===== src/rtl/sap_1_ram_16x8_pkg.sv =====
// Shared types, SAP-1 opcodes and the demo program image for the 16x8 RAM.
// The image is only used when SAP_1_RAM_PRELOAD_EN is defined.
package sap_1_ram_16x8_pkg;

   localparam int unsigned RAM_DEPTH = 16;
   localparam int unsigned ADDR_W    = 4;
   localparam int unsigned DATA_W    = 8;

   typedef enum logic [1:0] {
      ST_IDLE  = 2'd0,
      ST_WRITE = 2'd1,
      ST_ACK   = 2'd2
   } prog_state_e;

   localparam logic [3:0] OP_LDA = 4'h0;
   localparam logic [3:0] OP_ADD = 4'h1;
   localparam logic [3:0] OP_SUB = 4'h2;
   localparam logic [3:0] OP_OUT = 4'hE;
   localparam logic [3:0] OP_HLT = 4'hF;

   // Demo program: LDA 9, ADD A, ADD B, SUB C, OUT, HLT -> 10+14+18-20 = 1C.
   function automatic logic [DATA_W-1:0] preload_word(input logic [ADDR_W-1:0] a);
      logic [DATA_W-1:0] w;
      w = 8'h00;
      case (a)
         4'h0:    w = {OP_LDA, 4'h9};
         4'h1:    w = {OP_ADD, 4'hA};
         4'h2:    w = {OP_ADD, 4'hB};
         4'h3:    w = {OP_SUB, 4'hC};
         4'h4:    w = {OP_OUT, 4'h0};
         4'h5:    w = {OP_HLT, 4'h0};
         4'h9:    w = 8'h10;
         4'hA:    w = 8'h14;
         4'hB:    w = 8'h18;
         4'hC:    w = 8'h20;
         default: w = 8'h00;
      endcase
      return w;
   endfunction

endpackage


===== src/rtl/sap_1_ram_prog_fsm.sv =====
// Programming-port write FSM for the SAP-1 RAM: IDLE -> WRITE -> ACK.
// Holds the captured request and the auto-increment pointer; drives a write strobe.
module sap_1_ram_prog_fsm
   import sap_1_ram_16x8_pkg::*;
(
   input  logic              Clk,
   input  logic              Rst,
   input  logic              Prog,
   input  logic              prog_valid,
   input  logic              prog_auto,
   input  logic [ADDR_W-1:0] prog_addr,
   input  logic [DATA_W-1:0] prog_data,
   output logic              prog_ready,
   output logic              prog_done,
   output logic [ADDR_W-1:0] prog_ptr,
   output logic              wr_en,
   output logic [ADDR_W-1:0] wr_addr,
   output logic [DATA_W-1:0] wr_data
);

   prog_state_e       state, state_nxt;
   logic              accept;
   logic              auto_q;
   logic [ADDR_W-1:0] addr_q;
   logic [DATA_W-1:0] data_q;

   // NOTE: every output is given a default before the case so no path leaves
   // a signal unassigned, which would otherwise infer a latch.
   always_comb begin
      state_nxt  = state;
      prog_ready = 1'b0;
      prog_done  = 1'b0;
      case (state)
         ST_IDLE: begin
            prog_ready = Prog;
            if (prog_valid && Prog) state_nxt = ST_WRITE;
         end
         ST_WRITE: state_nxt = ST_ACK;
         ST_ACK: begin
            prog_done = 1'b1;
            state_nxt = ST_IDLE;
         end
         default: state_nxt = ST_IDLE;
      endcase
   end

   assign accept  = prog_valid & prog_ready;
   // A reset landing on the WRITE cycle discards the pending word.
   assign wr_en   = (state == ST_WRITE) & ~Rst;
   assign wr_addr = addr_q;
   assign wr_data = data_q;

   // NOTE: state registers use non-blocking assignments so every flop samples
   // the pre-edge values regardless of statement order.
   always_ff @(posedge Clk) begin
      if (Rst) begin
         state    <= ST_IDLE;
         prog_ptr <= '0;
      end else begin
         state <= state_nxt;
         if (wr_en && auto_q) prog_ptr <= prog_ptr + ADDR_W'(1);
      end
   end

   // Request capture needs no reset: it is only consumed after an accept.
   always_ff @(posedge Clk) begin
      if (accept) begin
         addr_q <= prog_auto ? prog_ptr : prog_addr;
         data_q <= prog_data;
         auto_q <= prog_auto;
      end
   end

endmodule


===== src/rtl/sap_1_ram_16x8.sv =====
// SAP-1 16x8 program/data RAM: combinational W-bus read plus a valid/ready
// programming port. Define SAP_1_RAM_PRELOAD_EN to load the demo image on Rst.
module sap_1_ram_16x8
   import sap_1_ram_16x8_pkg::*;
(
   input  logic              Clk,
   input  logic              Rst,
   input  logic [ADDR_W-1:0] address,
   input  logic              CEbar,
   input  logic              Prog,
   input  logic              prog_valid,
   input  logic              prog_auto,
   input  logic [ADDR_W-1:0] prog_addr,
   input  logic [DATA_W-1:0] prog_data,
   output logic              prog_ready,
   output logic              prog_done,
   output logic [ADDR_W-1:0] prog_ptr,
   output logic [DATA_W-1:0] bus_out,
   output logic              bus_en
);

   logic              wr_en;
   logic [ADDR_W-1:0] wr_addr;
   logic [DATA_W-1:0] wr_data;
   logic [DATA_W-1:0] mem [RAM_DEPTH];

   sap_1_ram_prog_fsm u_prog_fsm (
      .Clk        (Clk),
      .Rst        (Rst),
      .Prog       (Prog),
      .prog_valid (prog_valid),
      .prog_auto  (prog_auto),
      .prog_addr  (prog_addr),
      .prog_data  (prog_data),
      .prog_ready (prog_ready),
      .prog_done  (prog_done),
      .prog_ptr   (prog_ptr),
      .wr_en      (wr_en),
      .wr_addr    (wr_addr),
      .wr_data    (wr_data)
   );

   // NOTE: the array is reset only when the demo image is wanted; otherwise
   // leaving it unreset lets it map onto plain RAM and keeps contents across Rst.
   always_ff @(posedge Clk) begin
`ifdef SAP_1_RAM_PRELOAD_EN
      if (Rst) begin
         for (int i = 0; i < RAM_DEPTH; i++) mem[i] <= preload_word(ADDR_W'(i));
      end else if (wr_en) begin
         mem[wr_addr] <= wr_data;
      end
`else
      if (wr_en) mem[wr_addr] <= wr_data;
`endif
   end

   // Read is independent of the write FSM; a same-cycle write shows next cycle.
   assign bus_en  = ~CEbar & ~Prog;
   assign bus_out = bus_en ? mem[address] : '0;

endmodule


===== config.mk =====
export PLATFORM = sky130hd
export DESIGN_NAME = sap_1_ram_16x8
export DESIGN_NICKNAME = d
export VERILOG_FILES = /design/src/rtl/sap_1_ram_16x8_pkg.sv /design/src/rtl/sap_1_ram_prog_fsm.sv /design/src/rtl/sap_1_ram_16x8.sv
export SDC_FILE = /design/constraint.sdc
export NUM_CORES = 1
export LEC_CHECK = 0
export CAP_MARGIN = 5
export CORE_ASPECT_RATIO = 1.75
export CORE_MARGIN = 5
export CORE_UTILIZATION = 25
export CTS_BUF_LIST = sky130_fd_sc_hd__clkbuf_8
export DETAILED_ROUTE_END_ITERATION = 12
export GPL_TIMING_DRIVEN = 0
export HOLD_SLACK_MARGIN = 0.12
export SLEW_MARGIN = 0
export SYNTH_ARGS = -nofsm -noshare
export SYNTH_HDL_FRONTEND = slang
export SYNTH_HIERARCHICAL = 1
export SYNTH_SLANG_ARGS = --single-unit
export TNS_END_PERCENT = 50

===== constraint.sdc =====
create_clock -name Clk -period 2.8 [get_ports Clk]
set_clock_uncertainty 0.15 [all_clocks]
set_input_delay 0.7 -clock Clk [delete_from_list [all_inputs] [get_ports Clk]]
set_output_delay 0.7 -clock Clk [all_outputs]
set_load 0.02 [all_outputs]

==> results.txt <==
The final layout contains 391 nets. Global routing used 9.46% of the available tracks across all layers. Dividing the detail-routed wire length by the instance count gives 17.7 um. The path class of the lowest-slack min-delay path is reg2reg.

The fraction of synthesized cell area taken by the top area cell type came out at 73.1%. Setup repair after global routing could not meet its margin everywhere. The die width came out at 125 um. The floorplan has 73 rows. The routed wire length is 12.0 mm. The area used by multi-input combinational logic is 0.00145 sq mm. The start point of the critical path is address[0]. The power per unit of standard cell area came out at 609 mW/mm^2. Setup slack on the critical path of the routed design comes to -0.0289 ns. The final count of hold timing violations is 0. The synthesized netlist devotes 4.56% of its cell area to simple gates. The required arrival time at the worst endpoint came out at 1.95 ns.

STA classifies the critical path startpoint as a primary input. The max-slew violation count is 0. The number of buffers created by CTS came out at 17.

The initial antenna violation count came out at 0. The post-route DRC violation count came out at 0. At the pin with the least slew margin, the transition time is 0.850 ns. The cell sitting at the root of the clock tree is a clkbuf_8. The number of levels the H-tree was split into is 4. Multiplexer cells account for 14.9% of the synthesized area. By area the synthesized netlist is led by edfxtp_1 (73%), mux2i_1 (7.9%), mux4_1 (5.0%).

The post-synthesis cell type count is 29. The post-placement worst setup slack is -1.30 ns. For this configuration, the core starts out at a cell density of 25.4%. The maximum number of buffers from clock root to sink came out at 2. STA classifies the critical path endpoint as a primary output. The area growth from synthesis to layout is 23.8%. Setup violations remaining at the end of the flow were counted as 2.

The number of clock sinks seen by CTS is 147. After floorplanning, the core was sized to cover 0.0228 sq mm. Detailed routing inserted a total of 2,880 vias. The number of buffers added to fix hold violations after cts is 0. The startpoint of the lowest-slack register-to-register path is u_prog_fsm/state[0]. TritonCTS built the clock tree.

Of the total synthesized cell area, the portion taken by XOR and XNOR cells is 0.151%. The die height is 211 um. The average vias per placed instance came out at 4.23. For the worst flop-to-flop path, the logic depth is 3. The remaining number of nets flagged by the antenna check after routing is 0. The sequential fraction of the synthesis area came out at 75.2%. The first-pass GRT wire length is 18.8 mm. The total leakage power came out at 2.39 nW. The signal on the critical path passes through buf_12 > buf_12 > buf_6 > mux4_2 > mux2i_2 > o22ai_2 > buf_6. A synthesized cell averages 19.1 sq um.

On the worst path, the slowest cell contributes a delay of 0.50 ns. Clock-pin slew was measured on the worst setup and hold paths at 0.09 ns. The final critical path takes up 101% of the cycle. The final HPWL from detailed placement is 8.64 mm. After technology mapping, the gate count stands at 303. The hold path depth is 1. Leaving out fill and tap cells, the most frequent cell in the layout is edfxtp_1. After Yosys synthesis, full adders, half adders and majority gates account for 0.216% of the synthesized area. The first routing iteration left 192 violations. The total of fill cells in the finished design came out at 2,281. The number of warnings issued by yosys is 6. The cell area after synthesis is 0.00579 sq mm.

The fraction of final layout cells with drive strength greater than 1 is 28.1%. The relative slew slack is 43.1%. The startpoint identified for the worst hold timing path is u_prog_fsm/prog_ptr[3]. When the netlist entered floorplanning its net count stood at 326. The cell accounting for the most synthesized area is edfxtp_1. The maximum frequency from static timing analysis is 353 MHz. For this design, the slowest cell found on the critical path is mux4_2. With fillers left out, the area of the finished cells amounts to 0.00717 sq mm.

The clock latency of the later-clocked register in the worst-skew pair is 0.44 ns. The max-cap violation count is 0. The number of register bits inferred by synthesis is 147. The placed cell area is 0.00654 sq mm.

Entering global routing, the biggest net connects 17 pins. The area fraction in compound gates after synthesis came out at 3.20%. The area taken by flip-flops and latches came out at 0.00435 sq mm. Routability-driven placement finished with a final weighted congestion of 0.759. The critical path is of the in2out type. The library cells used most frequently in the layout, excluding fill and tap cells, are edfxtp_1 (141), mux2i_1 (43), clkdlybuf4s50_1 (21).

The total power draw is 4.36 mW. The repair_antennas step left the layout with diodes totalling 0. In this run the count of I/O pins placed on the die edge is 37. The total congestion overflow after global routing is 0.

The final reports fail on negative setup slack. During placement, the flow inserted port buffers numbering 35. The number of optimization iterations in the first detailed-route pass came out at 4. The floorplan step defined a die boundary enclosing 0.0264 sq mm. The highest fanout seen on the critical path came out at 8.

By area, the combinational part of the netlist is dominated by multiplexers. The maximum VDD drop came out at 0.000305 V. After layout, the minimum clock period comes to 2.83 ns. The arrival time of data at the critical path endpoint came out at 1.98 ns. The flow ran to the end, but the final reports show violations.

The number of global-route vias before repair came out at 3,246.
## state kept, by name, summed over array words and instances (netlist names)
register,count
u_prog_fsm/prog_ptr,4
u_prog_fsm/state,2
u_prog_fsm/auto_q,1
u_prog_fsm/wr_data,8
u_prog_fsm/wr_addr,4
mem,128
## power by group
group | internal, mW | switching [mW]
clock network | 0.819 | 0.855
registers | 2.41 | 0.0270
logic | 0.131 | 0.120
## path summary, 6_finish.rpt
| path | to | slack (ns) |
|---|---|---|
| worst max-delay path | bus_out[5] | -0.03 |
| worst min-delay path | u_prog_fsm/prog_ptr[3] | 0.35 |
| worst max register to register | mem[0][7] | 0.56 |
| worst min register to register | u_prog_fsm/prog_ptr[3] | 0.35 |
## layer usage
metal / share of wire [%] / GRT usage [%]
met5: 0 / 0
met4: 2.6 / 4.60
met3: 2.2 / 1.74
met2: 61 / 19.4
met1: 34 / 8.64
## final cells by class
type | count | area share, %
Clock buffer | 17 | 3.26
Timing Repair Buffer | 47 | 6.07
Sequential cell | 147 | 60.7
Multi-Input combinational cell | 144 | 20.2
Clock inverter | 15 | 2.39
Tap cell | 300 | 5.23
Buffer | 11 | 2.15
## cells in the mapped netlist
cell type,n
dfxtp_1,6
edfxtp_1,141
nand2b_1,4
or3b_2,1
or3_1,1
mux4_2,3
and2_1,2
nor3_1,4
buf_1,3
o22ai_1,8
mux4_1,11
nand3_1,1
xnor2_1,1
clkbuf_2,1
buf_2,1
and4bb_2,1
mux2_2,4
clkbuf_4,1
mux2i_1,46
nand3b_1,2
nor3b_1,3
nand4_1,1
buf_6,5
nor2b_1,4
buf_12,1
nor2_1,16
a22oi_1,18
nand2_1,12
ha_1,1
## logic make-up (layout without fill, tap and decap cells)
kind of cell	Yosys count	count (layout)
AND/OR/NAND/NOR	52	52
XOR/XNOR	1	1
adder cells (fa/ha/maj)	1	1
AO/OA/AOI/OAI	26	26
buffers and inverters	12	90
flip-flops	147	147
multiplexers	64	64
## critical path: cells and delay by family
family | cells | cell delay, ns
AO/OA/AOI/OAI | 1 | 0.11
multiplexers | 2 | 0.69
buffers and inverters | 4 | 0.47
## metrics by stage
stage                     hold slack, ns  instances  TNS, ns  utilization, %
after floorplan                    0.297        303        0               -
after global placement             0.314        638   -80.21            28.5
after detailed placement           0.322        640   -81.07            28.6
after CTS                          0.350        681    -7.44            31.2
after global routing               0.371        681   -0.362            31.4
final                              0.348        681  -0.0379            31.4
## timing repair
action | CTS | global route
gates cloned | 1 | 0
resized for setup | 98 | 15
setup endpoints to repair | 79 | 96
setup buffers | 9 | 0
pin swaps | 6 | 1
No activity file was read; power rests on OpenSTA's default activity.
